--- src/rtl/jt900h_fetch_pkg.sv ---
// Shared types and constants for the jt900h instruction prefetch queue.
//   fetch_state_t  : bus read state machine encoding
//   OP_BYTES       : number of bytes presented to the control unit on op
//   next_word_addr : byte address of the first byte of the following bus word
package jt900h_fetch_pkg;

  typedef enum logic [1:0] {
    ST_IDLE    = 2'd0,
    ST_READ    = 2'd1,
    ST_DISCARD = 2'd2
  } fetch_state_t;

  localparam int OP_BYTES = 4;

  // Step to the next 16-bit word boundary; wraps modulo 2^24.
  function automatic logic [23:0] next_word_addr(input logic [23:0] addr);
    return {addr[23:1] + 23'd1, 1'b0};
  endfunction

endpackage

--- src/rtl/jt900h_fetch_if.sv ---
// Signal bundle between the prefetch queue, the CPU control unit and the
// program bus.
//   master : the fetch unit (drives op/op_ok/pc and the bus request)
//   slave  : its environment (control unit + program bus)
// Control unit: cen, fetched[1:0], jmp, jmp_addr[23:0] -> op[31:0], op_ok, pc[23:0]
// Program bus : bus_din[15:0], bus_ok, bus_busy -> bus_addr[22:0], bus_rd
interface jt900h_fetch_if;

  logic        cen;
  logic [1:0]  fetched;
  logic        jmp;
  logic [23:0] jmp_addr;
  logic [31:0] op;
  logic        op_ok;
  logic [23:0] pc;
  logic [22:0] bus_addr;
  logic        bus_rd;
  logic [15:0] bus_din;
  logic        bus_ok;
  logic        bus_busy;

  modport master (
    input  cen, fetched, jmp, jmp_addr, bus_din, bus_ok, bus_busy,
    output op, op_ok, pc, bus_addr, bus_rd
  );

  modport slave (
    output cen, fetched, jmp, jmp_addr, bus_din, bus_ok, bus_busy,
    input  op, op_ok, pc, bus_addr, bus_rd
  );

endinterface

--- src/rtl/jt900h_fetch_bytefifo.sv ---
// QDEPTH-byte circular store for the prefetch queue.
//   clk, rst  : clock, asynchronous active-high reset
//   flush     : empty the queue (wins over push/pop)
//   push_n    : bytes written this cycle (0-2), push_data[7:0] goes first
//   pop_n     : bytes released this cycle (0-3), caller never pops past count
//   peek      : next OP_BYTES bytes from the head, byte 0 in [7:0]
//   count     : valid bytes held (0..QDEPTH)
module jt900h_fetch_bytefifo
  import jt900h_fetch_pkg::*;
#(
  parameter int QDEPTH = 8
) (
  input  logic                      clk,
  input  logic                      rst,
  input  logic                      flush,
  input  logic [1:0]                push_n,
  input  logic [15:0]               push_data,
  input  logic [1:0]                pop_n,
  output logic [8*OP_BYTES-1:0]     peek,
  output logic [$clog2(QDEPTH):0]   count
);

  localparam int AW = $clog2(QDEPTH);
  localparam int CW = AW + 1;

  logic [7:0]    mem_q [QDEPTH];
  logic [7:0]    mem_d [QDEPTH];
  logic [AW-1:0] rd_ptr_q, rd_ptr_d;
  logic [AW-1:0] wr_ptr_q, wr_ptr_d;
  logic [CW-1:0] count_q, count_d;

  // Next-state of storage and pointers; pointers wrap naturally (power-of-two depth).
  always_comb begin
    mem_d    = mem_q;
    rd_ptr_d = rd_ptr_q;
    wr_ptr_d = wr_ptr_q;
    count_d  = count_q;
    if (flush) begin
      rd_ptr_d = {AW{1'b0}};
      wr_ptr_d = {AW{1'b0}};
      count_d  = {CW{1'b0}};
    end else begin
      if (push_n != 2'd0) begin
        mem_d[wr_ptr_q] = push_data[7:0];
      end else begin
        mem_d[wr_ptr_q] = mem_q[wr_ptr_q];
      end
      if (push_n == 2'd2) begin
        mem_d[wr_ptr_q + AW'(2'd1)] = push_data[15:8];
      end else begin
        mem_d[wr_ptr_q + AW'(2'd1)] = mem_q[wr_ptr_q + AW'(2'd1)];
      end
      wr_ptr_d = wr_ptr_q + AW'(push_n);
      rd_ptr_d = rd_ptr_q + AW'(pop_n);
      count_d  = count_q + CW'(push_n) - CW'(pop_n);
    end
  end

  // Storage and pointer registers.
  always_ff @(posedge clk or posedge rst) begin
    if (rst) begin
      for (int i = 0; i < QDEPTH; i++) mem_q[i] <= 8'd0;
      rd_ptr_q <= {AW{1'b0}};
      wr_ptr_q <= {AW{1'b0}};
      count_q  <= {CW{1'b0}};
    end else begin
      mem_q    <= mem_d;
      rd_ptr_q <= rd_ptr_d;
      wr_ptr_q <= wr_ptr_d;
      count_q  <= count_d;
    end
  end

  // Head window: byte k of the peek is the k-th oldest queued byte.
  always_comb begin
    peek = {(8*OP_BYTES){1'b0}};
    for (int k = 0; k < OP_BYTES; k++) begin
      peek[8*k +: 8] = mem_q[rd_ptr_q + AW'(k)];
    end
  end

  assign count = count_q;

endmodule

--- src/rtl/jt900h_fetch.sv ---
// Instruction prefetch queue for the jt900h CPU.
// Reads 16-bit program words into a byte queue and shows the next four bytes
// on op. The control unit reports consumed bytes on fetched, which advances pc.
// A jump flushes the queue and restarts fetching from jmp_addr.
//   clk, rst : clock, asynchronous active-high reset
//   io       : jt900h_fetch_if master (control unit + program bus signals)
// Parameters: QDEPTH queue bytes (power of two, >=6), PC_RST reset pc.
module jt900h_fetch
  import jt900h_fetch_pkg::*;
#(
  parameter int          QDEPTH = 8,
  parameter logic [23:0] PC_RST = 24'd0
) (
  input  logic           clk,
  input  logic           rst,
  jt900h_fetch_if.master io
);

  localparam int CW = $clog2(QDEPTH) + 1;

  fetch_state_t  state_q, state_d;
  logic [23:0]   pc_q, pc_d;
  logic [23:0]   faddr_q, faddr_d;     // next byte address to request
  logic          bus_rd_q, bus_rd_d;
  logic [22:0]   bus_addr_q, bus_addr_d;

  logic          flush_s;
  logic [1:0]    push_n_s;
  logic [15:0]   push_data_s;
  logic [1:0]    pop_n_s;
  logic [31:0]   peek_s;
  logic [CW-1:0] count_s;
  logic          op_ok_s;
  logic          free_ok_s;

  jt900h_fetch_bytefifo #(.QDEPTH(QDEPTH)) u_fifo (
    .clk       (clk),
    .rst       (rst),
    .flush     (flush_s),
    .push_n    (push_n_s),
    .push_data (push_data_s),
    .pop_n     (pop_n_s),
    .peek      (peek_s),
    .count     (count_s)
  );

  assign op_ok_s   = (count_s >= CW'(OP_BYTES));
  // Room for a full word is reserved when a read starts, so bytes consumed
  // in the same cycle are deliberately not credited here.
  assign free_ok_s = ((CW'(QDEPTH) - count_s) >= CW'(2'd2));

  // Consume, bus FSM next state and jump handling.
  always_comb begin
    state_d     = state_q;
    pc_d        = pc_q;
    faddr_d     = faddr_q;
    bus_rd_d    = bus_rd_q;
    bus_addr_d  = bus_addr_q;
    flush_s     = 1'b0;
    push_n_s    = 2'd0;
    push_data_s = io.bus_din;
    pop_n_s     = 2'd0;
    if (io.cen) begin
      // fetched only counts while op is valid; a jump overrides it
      if (op_ok_s && !io.jmp) begin
        pop_n_s = io.fetched;
        pc_d    = pc_q + 24'(io.fetched);
      end else begin
        pop_n_s = 2'd0;
      end

      case (state_q)
        ST_IDLE: begin
          if (!io.jmp && !io.bus_busy && free_ok_s) begin
            state_d    = ST_READ;
            bus_rd_d   = 1'b1;
            bus_addr_d = faddr_q[23:1];
          end else begin
            state_d    = ST_IDLE;
          end
        end
        ST_READ: begin
          if (io.bus_ok) begin
            state_d  = ST_IDLE;
            bus_rd_d = 1'b0;
            if (!io.jmp) begin
              faddr_d = next_word_addr(faddr_q);
              // odd start address: only the high byte belongs to the stream
              if (faddr_q[0]) begin
                push_n_s    = 2'd1;
                push_data_s = {8'h00, io.bus_din[15:8]};
              end else begin
                push_n_s    = 2'd2;
                push_data_s = io.bus_din;
              end
            end else begin
              push_n_s = 2'd0;
            end
          end else if (io.jmp) begin
            // request must still complete on the bus; its data is stale
            state_d = ST_DISCARD;
          end else begin
            state_d = ST_READ;
          end
        end
        ST_DISCARD: begin
          if (io.bus_ok) begin
            state_d  = ST_IDLE;
            bus_rd_d = 1'b0;
          end else begin
            state_d  = ST_DISCARD;
          end
        end
        default: begin
          state_d  = ST_IDLE;
          bus_rd_d = 1'b0;
        end
      endcase

      if (io.jmp) begin
        pc_d    = io.jmp_addr;
        faddr_d = io.jmp_addr;
        flush_s = 1'b1;
      end else begin
        flush_s = 1'b0;
      end
    end else begin
      state_d = state_q;
    end
  end

  // Control and bus request registers.
  always_ff @(posedge clk or posedge rst) begin
    if (rst) begin
      state_q    <= ST_IDLE;
      pc_q       <= PC_RST;
      faddr_q    <= PC_RST;
      bus_rd_q   <= 1'b0;
      bus_addr_q <= PC_RST[23:1];
    end else begin
      state_q    <= state_d;
      pc_q       <= pc_d;
      faddr_q    <= faddr_d;
      bus_rd_q   <= bus_rd_d;
      bus_addr_q <= bus_addr_d;
    end
  end

  // op is forced to zero while fewer than four bytes are queued.
  assign io.op       = op_ok_s ? peek_s : 32'd0;
  assign io.op_ok    = op_ok_s;
  assign io.pc       = pc_q;
  assign io.bus_rd   = bus_rd_q;
  assign io.bus_addr = bus_addr_q;

endmodule
--- src/flat_wrapper.sv ---
// flat-port wrapper written by rule: the top's interface ports become plain ports
module jt900h_fetch_flat import jt900h_fetch_pkg::*;
#(
  parameter int          QDEPTH = 8,
  parameter logic [23:0] PC_RST = 24'd0
)
  (clk, rst, io_cen, io_fetched, io_jmp, io_jmp_addr, io_bus_din, io_bus_ok, io_bus_busy, io_op, io_op_ok, io_pc, io_bus_addr, io_bus_rd);
  jt900h_fetch_if io_i ();
  input  logic clk;
  input  logic rst;
  input wire logic [$bits(io_i.cen)-1:0] io_cen;
  input wire logic [$bits(io_i.fetched)-1:0] io_fetched;
  input wire logic [$bits(io_i.jmp)-1:0] io_jmp;
  input wire logic [$bits(io_i.jmp_addr)-1:0] io_jmp_addr;
  input wire logic [$bits(io_i.bus_din)-1:0] io_bus_din;
  input wire logic [$bits(io_i.bus_ok)-1:0] io_bus_ok;
  input wire logic [$bits(io_i.bus_busy)-1:0] io_bus_busy;
  output wire logic [$bits(io_i.op)-1:0] io_op;
  output wire logic [$bits(io_i.op_ok)-1:0] io_op_ok;
  output wire logic [$bits(io_i.pc)-1:0] io_pc;
  output wire logic [$bits(io_i.bus_addr)-1:0] io_bus_addr;
  output wire logic [$bits(io_i.bus_rd)-1:0] io_bus_rd;
  assign io_i.cen = io_cen;
  assign io_i.fetched = io_fetched;
  assign io_i.jmp = io_jmp;
  assign io_i.jmp_addr = io_jmp_addr;
  assign io_i.bus_din = io_bus_din;
  assign io_i.bus_ok = io_bus_ok;
  assign io_i.bus_busy = io_bus_busy;
  assign io_op = io_i.op;
  assign io_op_ok = io_i.op_ok;
  assign io_pc = io_i.pc;
  assign io_bus_addr = io_i.bus_addr;
  assign io_bus_rd = io_i.bus_rd;
  jt900h_fetch #(.QDEPTH(QDEPTH), .PC_RST(PC_RST)) u_core (.clk(clk), .rst(rst), .io(io_i));
endmodule
--- config.mk ---
export PLATFORM = sky130hd
export DESIGN_NAME = jt900h_fetch_flat
export DESIGN_NICKNAME = d
export VERILOG_FILES = /design/src/rtl/jt900h_fetch_pkg.sv /design/src/rtl/jt900h_fetch_if.sv /design/src/rtl/jt900h_fetch_bytefifo.sv /design/src/rtl/jt900h_fetch.sv /design/src/flat_wrapper.sv
export SDC_FILE = /design/constraint.sdc
export NUM_CORES = 1
export LEC_CHECK = 0
export CORE_MARGIN = 10
export CORE_UTILIZATION = 52
export CTS_BUF_LIST = sky130_fd_sc_hd__clkbuf_8 sky130_fd_sc_hd__clkbuf_16
export DETAILED_ROUTE_END_ITERATION = 6
export PLACE_DENSITY = 0.86
export SLEW_MARGIN = 0
export SYNTH_ARGS = -nofsm -noshare
export SYNTH_HDL_FRONTEND = slang
export SYNTH_HIERARCHICAL = 1
export SYNTH_SLANG_ARGS = --single-unit
--- constraint.sdc ---
create_clock -name clk -period 2.8 [get_ports clk]
set_input_delay 0.42 -clock clk [delete_from_list [all_inputs] [get_ports clk]]
set_output_delay 0.42 -clock clk [all_outputs]
set_load 0.01 [all_outputs]
=== Yosys cells after proc, flatten, opt, wreduce, memory -nomap -nowiden ===
Cells that the tools add are included.

* Register bits: 148
* Word-level logic and storage cells: 125
* Input port bits: 48
* Output and inout bits: 81

* $lt $le $gt $ge: 10
* Reductions and logical operators: 17
* Bitwise gates (word level): 6
* Muxes and demuxes: 60
* Add/subtract/negate cells: 11
* Eq/ne operators: 5

{| class="wikitable"
|+ Operators by type and width
! kind !! number
|-
| 64-bit bitwise mux || 4
|-
| 64-bit 2-to-1 mux || 3
|-
| 8-bit binary-select mux with 3-bit select || 6
|-
| 24-bit 2-to-1 mux || 5
|-
| 8-bit 2-to-1 mux || 14
|-
| 16-bit 2-to-1 mux || 5
|-
| 8-bit demux with 3-bit select || 2
|-
| 32-bit 2-to-1 mux || 1
|-
| 24-bit by 2-bit adder with 24-bit output || 1
|-
| 4-bit greater-or-equal comparator, second input constant || 6
|-
| 3-bit inverter with 4-bit output || 6
|-
| 23-bit by 1-bit adder with 23-bit output, second input constant || 1
|-
| 2-bit 2-to-1 mux || 10
|-
| 3-bit AND reduction || 3
|-
| 4-bit by 1-bit less-than comparator with 1-bit output, second input constant || 2
|-
| 2-bit nonzero test || 4
|-
| 3-bit by 1-bit adder with 3-bit output, second input constant || 2
|-
| 3-bit by 2-bit adder with 3-bit output || 2
|-
| 3-bit by 2-bit adder with 3-bit output, second input constant || 2
|-
| 3-bit 2-to-1 mux || 2
|-
| 2-bit one-hot mux with 3 select lines || 1
|-
| 1-bit logical AND || 5
|-
| 1-bit 2-to-1 mux || 5
|-
| 4-bit by 2-bit adder with 4-bit output || 1
|-
| 13 further kinds || 16
|}

=== Depth between registers and ports, before layout ===
Gate-level depths: netlist of run 1.

* Word-level depth: 10
* Mapped depth: 13

=== Hierarchy ===
The synthesis of run 1 kept the hierarchy.

{| class="wikitable"
|+ Modules (own cells, without submodules)
! module !! cells each !! instances !! area each (um2)
|-
| jt900h_fetch_bytefifo || 586 || 1 || 6336.1
|-
| jt900h_fetch || 512 || 1 || 4569.4
|}

=== Least setup slack after synthesis of run 1 ===
No wires, ideal clock.

* Path kind: input to register
* Start point: input io_jmp
* End point: register u_core.u_fifo.count_q[3], in the netlist u_core/u_fifo/count[3]
* Cell stages on the path: 12
* Setup time: 0.132 ns
* Data required time: 2.668 ns
* Arrival: 2.921 ns
* Buffers on the path: 4
* Slack: -0.253 ns
* Cell sequence: clkbuf_1 > clkbuf_1 > clkbuf_1 > clkbuf_1 > nor3_1 > fa_1 > inv_1 > ha_1 > a21o_1 > a21oi_1 > xnor2_1 > nor2_1

* Elaborated cells on any way between the ends: 13
* Classes of those cells: add/sub (2); mux (9); reduce/logical (2)

{| class="wikitable"
|+ RTL lines
! what !! line !! RTL
|-
| start: declaration || flat_wrapper.sv:13 || <nowiki>input wire logic [$bits(io_i.jmp)-1:0] io_jmp;</nowiki>
|-
| 1-bit zero test || jt900h_fetch.sv:65 || <nowiki>if (op_ok_s && !io.jmp) begin</nowiki>
|-
| 1-bit logical AND || jt900h_fetch.sv:65 ||
|-
| 2-bit 2-to-1 mux || jt900h_fetch.sv:65 ||
|-
| 2-bit 2-to-1 mux || jt900h_fetch.sv:63 || <nowiki>if (io.cen) begin</nowiki>
|-
| named net u_core.pop_n_s[1] || jt900h_fetch.sv:30 || <nowiki>logic [1:0] pop_n_s;</nowiki>
|-
| 4-bit by 2-bit subtractor with 4-bit output || jt900h_fetch_bytefifo.sv:55 || <nowiki>count_d = count_q + CW'(push_n) - CW'(pop_n);</nowiki>
|-
| 4-bit 2-to-1 mux || jt900h_fetch_bytefifo.sv:38 || <nowiki>if (flush) begin</nowiki>
|-
| named net u_core.u_fifo.count_d[3] || jt900h_fetch_bytefifo.sv:30 || <nowiki>logic [CW-1:0] count_q, count_d;</nowiki>
|-
| end signal: assignment || jt900h_fetch_bytefifo.sv:65 || <nowiki>count_q <= {CW{1'b0}};</nowiki>
|-
| end signal: assignment || jt900h_fetch_bytefifo.sv:70 || <nowiki>count_q <= count_d;</nowiki>
|-
| end: declaration || jt900h_fetch_bytefifo.sv:30 ||
|}

The timed path passes the listed nets, and every way through them passes these cells.
A chain may end at the register's enable or synchronous reset.

=== Worst setup path after layout of run 1 ===
* Start point: register u_core.u_fifo.rd_ptr_q[0]
* End point: output io_op[26]

* Cells in the longest elaborated chain, start to end: 6

{| class="wikitable"
|+ Ends and longest elaborated chain
! what !! line !! RTL
|-
| start: declaration || jt900h_fetch_bytefifo.sv:28 || <nowiki>logic [AW-1:0] rd_ptr_q, rd_ptr_d;</nowiki>
|-
| start signal: assignment || jt900h_fetch_bytefifo.sv:63 || <nowiki>rd_ptr_q <= {AW{1'b0}};</nowiki>
|-
| start signal: assignment || jt900h_fetch_bytefifo.sv:68 || <nowiki>rd_ptr_q <= rd_ptr_d;</nowiki>
|-
| 3-bit by 2-bit adder with 3-bit output || jt900h_fetch_bytefifo.sv:78 || <nowiki>peek[8*k +: 8] = mem_q[rd_ptr_q + AW'(k)];</nowiki>
|-
| 3-bit inverter with 4-bit output (not written as such) || jt900h_fetch_bytefifo.sv:78 ||
|-
| 8-bit binary-select mux with 3-bit select || jt900h_fetch_bytefifo.sv:78 ||
|-
| 8-bit 2-to-1 mux (not written as such) (2 in series) || jt900h_fetch_bytefifo.sv:78 ||
|-
| named net u_core.peek_s[26] || jt900h_fetch.sv:31 || <nowiki>logic [31:0] peek_s;</nowiki>
|-
| 32-bit 2-to-1 mux || jt900h_fetch.sv:150 || <nowiki>assign io.op = op_ok_s ? peek_s : 32'd0;</nowiki>
|-
| end: declaration || flat_wrapper.sv:18 || <nowiki>output wire logic [$bits(io_i.op)-1:0] io_op;</nowiki>
|}

The timed path passes the listed nets, and every way through them passes these cells. The select of a mux whose other input is x is not followed.

==> results of run 1 <==
-- synthesized netlist by cell type (13+ instances only) --
cell,instances
nor3_1,21
a21oi_1,34
mux2_2,106
nor2_1,55
mux4_2,34
dfrtp_1,148
inv_1,39
and2_1,46
o221ai_1,57
nand3_1,33
a221o_1,13
clkbuf_1,38
ha_1,18
o21ai_0,44
mux4_1,14
nand2_1,138
and3_1,20
-- kinds of logic after synthesis --
logic type / after synthesis
buf+inv: 112
compound gates: 251
mux: 165
flops: 148
fa+ha+maj: 23
xor+xnor: 11
simple gates: 388
-- critical path: stages, from the launching register on --
cell and delay (ns):
dfrtp_2 0.49, buf_12 0.17, inv_6 0.03, ha_4 0.17, xor2_4 0.19, buf_6 0.18
mux4_2 0.55, and2_4 0.16, buf_6 0.11
-- through the flow --
step                       TNS, ns  cells  setup WS (ns)
after detailed placement    -1.880   1526        -0.2396
after CTS                  -0.9904   1577        -0.1198
after global placement     -0.7413   1526        -0.1535
after global routing        -1.469   1577        -0.1462
final                      -0.6265   1577        -0.1108
after floorplan           -0.08831   1098       -0.08831
-- state kept, by name, indices dropped and copies added, names as in the netlist --
signal / count
u_core/u_fifo/count: 4
u_core/u_fifo/rd_ptr_q: 3
u_core/io.bus_rd: 1
u_core/state_q: 2
u_core/faddr_q: 24
u_core/io.pc: 24
u_core/io.bus_addr: 23
u_core/u_fifo/mem_q: 64
u_core/u_fifo/wr_ptr_q: 3
-- where the power goes --
part           total [mW]  internal, mW  switching [mW]
sequential           3.87          2.85            1.02
clock                2.40          1.36            1.05
combinational        7.62          4.09            3.53
total                13.9          8.29            5.60
-- cells in the final DEF (no fill, tap or decap), drive strengths merged, types with 13 or more instances in the layout --
cell             n
nor3            21
o211ai          14
buf            146
nand2          139
inv             51
clkbuf          20
a221o           13
nand3           36
mux2           107
a21oi           34
and3            20
dfrtp          148
nor2            56
mux4            48
ha              18
o221ai          58
o21ai           48
clkdlybuf4s50   95
and2            47
-- final timing paths --
| path | start | end | slack (ns) | cells past startpoint |
|---|---|---|---|---|
| worst max-delay path | u_core/u_fifo/rd_ptr_q[0]$_DFF_PP0_ | io_op[26] | -0.11 | 8 |
| worst max register to register | u_core/state_q[1]$_DFFE_PP0P_ | u_core/u_fifo/count[3]$_DFF_PP0_ | 0.13 | 13 |
| min in group clk | u_core/io.bus_addr[8]$_DFFE_PP0P_ | u_core/io.bus_addr[8]$_DFFE_PP0P_ | 0.51 | 1 |
| worst min register to register | u_core/io.bus_addr[8]$_DFFE_PP0P_ | u_core/io.bus_addr[8]$_DFFE_PP0P_ | 0.51 | 1 |
| max in group asynchronous | rst | u_core/u_fifo/mem_q[63]$_DFFE_PP0N_ | 1.70 | 3 |
| worst min-delay path | rst | u_core/io.bus_addr[1]$_DFFE_PP0P_ | 0.44 | 3 |
-- metal layers --
layer | part of all wire [%] | vias up | GRT usage [%]
met5 | 0 | - | 0
met1 | 38 | 5247 | 38.95
met2 | 43 | 992 | 43.38
li1 | - | 4555 | -
met3 | 15 | 194 | 10.95
met4 | 4.1 | 0 | 10.87
-- final cells by class --
| type | instances | area [sq um] | share of cell area [%] |
|---|---|---|---|
| inverter | 43 | 171.4 | 1.230 |
| tap | 270 | 337.8 | 2.423 |
| clock buffer | 17 | 425.4 | 3.052 |
| clock inverter | 15 | 183.9 | 1.319 |
| multi-input combinational | 838 | 6794 | 48.74 |
| timing repair buffer | 246 | 2321 | 16.65 |
| sequential | 148 | 3706 | 26.59 |
-- what timing repair did --
| action | CTS | global route |
|---|---|---|
| endpoints found under the setup margin | 32 | 44 |
| gates cloned | 5 | 0 |
| resized for setup | 162 | 33 |
| hold buffers | 0 | 0 |
| pin swaps | 2 | 4 |
| setup buffers | 16 | 3 |
==> flow_metrics.py, run 1 <==
metrics = {
    "outcome": {
        "outcome": "finished, violations left",
        "violations": "DRC, setup timing",
    },
    "cells_and_area": {
        "antennaDiodeCount": 0,
        "area_growth_pct": 27.82,
        "design_area_sq_um": 13940,
        "drive_above_1_share_pct": 29.30,
        "layout.nets": 1365,
        "fin_util_pct": 68.23,
        "fillers": 1469,
    },
    "worst_setup_path": {
        "crit_required_ns": 2.38,
        "cp-end-kind": "primary output",
        "worstPathArrival_ns": 2.49,
        "start_kind": "flip-flop",
        "critPathKind": "flip-flop to primary output",
        "critPathMaxFanout": 5,
    },
    "clock_tree": {
        "cts-root-buf": "clkbuf_16",
        "cts-buffers-inserted": 17,
        "cts_tree": "done",
        "htreeDepth": 4,
        "clk_path_buf_depth": 2,
        "clk_latency_ns": 0.44,
        "clk_pin_slew_ns": 0.07,
        "cts.sinks": 148,
    },
    "synthesis": {
        "avgSynthCellArea_sq_um": 9.932,
        "synth_xor_area_share_pct": 1.021,
        "synth_top_area_share_pct": 33.96,
        "synth_area_sq_um": 10910,
        "synth_ff_type": "dfrtp_1",
        "seq_area_frac_synth_pct": 33.96,
        "synth_top_cells_by_area": "dfrtp_1, mux2_2, mux4_2",
        "syn_nets": 1169,
        "synth.distinct_cells": 84,
        "yosys.area_share.simple_pct": 17.89,
        "synth_edf_count": 0,
        "ys_warn_count": 6,
        "synth_top_family_by_area": "multiplexers",
        "synthCells": 1098,
        "synthMuxAreaShare_pct": 22.36,
        "yosys.area.top_type": "dfrtp_1",
        "ys_async_sr_fraction_pct": 100.0,
        "yosys_register_bits": 148,
        "synth_compound_area_share_pct": 17.11,
        "synth_fa_ha_area_share_pct": 2.983,
    },
    "drt": {
        "num_vias": 10988,
        "routedWlPerCell_microns": 25.90,
        "wl_microns": 40840,
        "drt-pass1-iter-count": 7,
        "drc": 22,
        "ant_nets": 0,
        "drt_iter0_drc": 1693,
        "vias_per_cell": 6.968,
    },
    "global_route": {
        "grt_first_pass_wirelength_microns": 62360,
        "antenna_found_initial": 0,
        "grt_max_degree": 75,
        "grt_overflow": 0,
        "grt_pass1_vias": 10740,
        "grtUsageTotal_pct": 29.50,
    },
    "timing": {
        "finalSetupViolations": 14,
        "worstMarginPinSlew_ns": 1.052,
        "hold_ws_ns": 0.4364,
        "period_share_pct": 104.0,
        "fmax_ghz": 0.3435,
        "fin_crit_ns": 2.911,
        "finalWorstSetupSlack_ns": -0.1108,
        "rsz0062_at_grt": "true",
        "maxSlewViolCount": 0,
        "slew_headroom_pct": 29.61,
        "finClkSkew_ns": 0.01668,
        "hold_viol": 0,
    },
    "floorplanning": {
        "ios": 129,
        "num_rows": 52,
        "die_area_sq_um": 27160,
        "die_width_microns": 164.8,
        "die_y_microns": 164.8,
        "initial_core_util_pct": 53.38,
        "core_area_sq_um": 20430,
    },
    "placement": {
        "port_buffers": 128,
        "place_area_sq_um": 13070,
        "gp_congestion": 1.003,
        "hpwl_microns": 28490,
    },
    "pwr": {
        "vdd_drop_max_mv": 0.5181,
        "power_mw": 13.89,
        "p_per_area_nw_per_um2": 996.2,
        "power_leakage_nw": 5.824,
    },
    "min_path": {
        "hold_path_class": "input port to async pin",
    },
    "flow_run": {
        "drv_cap": 0,
    },
}
(Power assumes the default switching activity.)
==> run 2: changes to the inputs <==
--- a/config.mk
+++ b/config.mk
@@ -9,6 +9,7 @@
 export CORE_UTILIZATION = 52
 export CTS_BUF_LIST = sky130_fd_sc_hd__clkbuf_8 sky130_fd_sc_hd__clkbuf_16
 export DETAILED_ROUTE_END_ITERATION = 6
+export HOLD_SLACK_MARGIN = 0.1
 export PLACE_DENSITY = 0.86
 export SLEW_MARGIN = 0
 export SYNTH_ARGS = -nofsm -noshare
==> results of run 2 <==
Same layout as run 1: the final DEF is identical, and so are final timing and power.
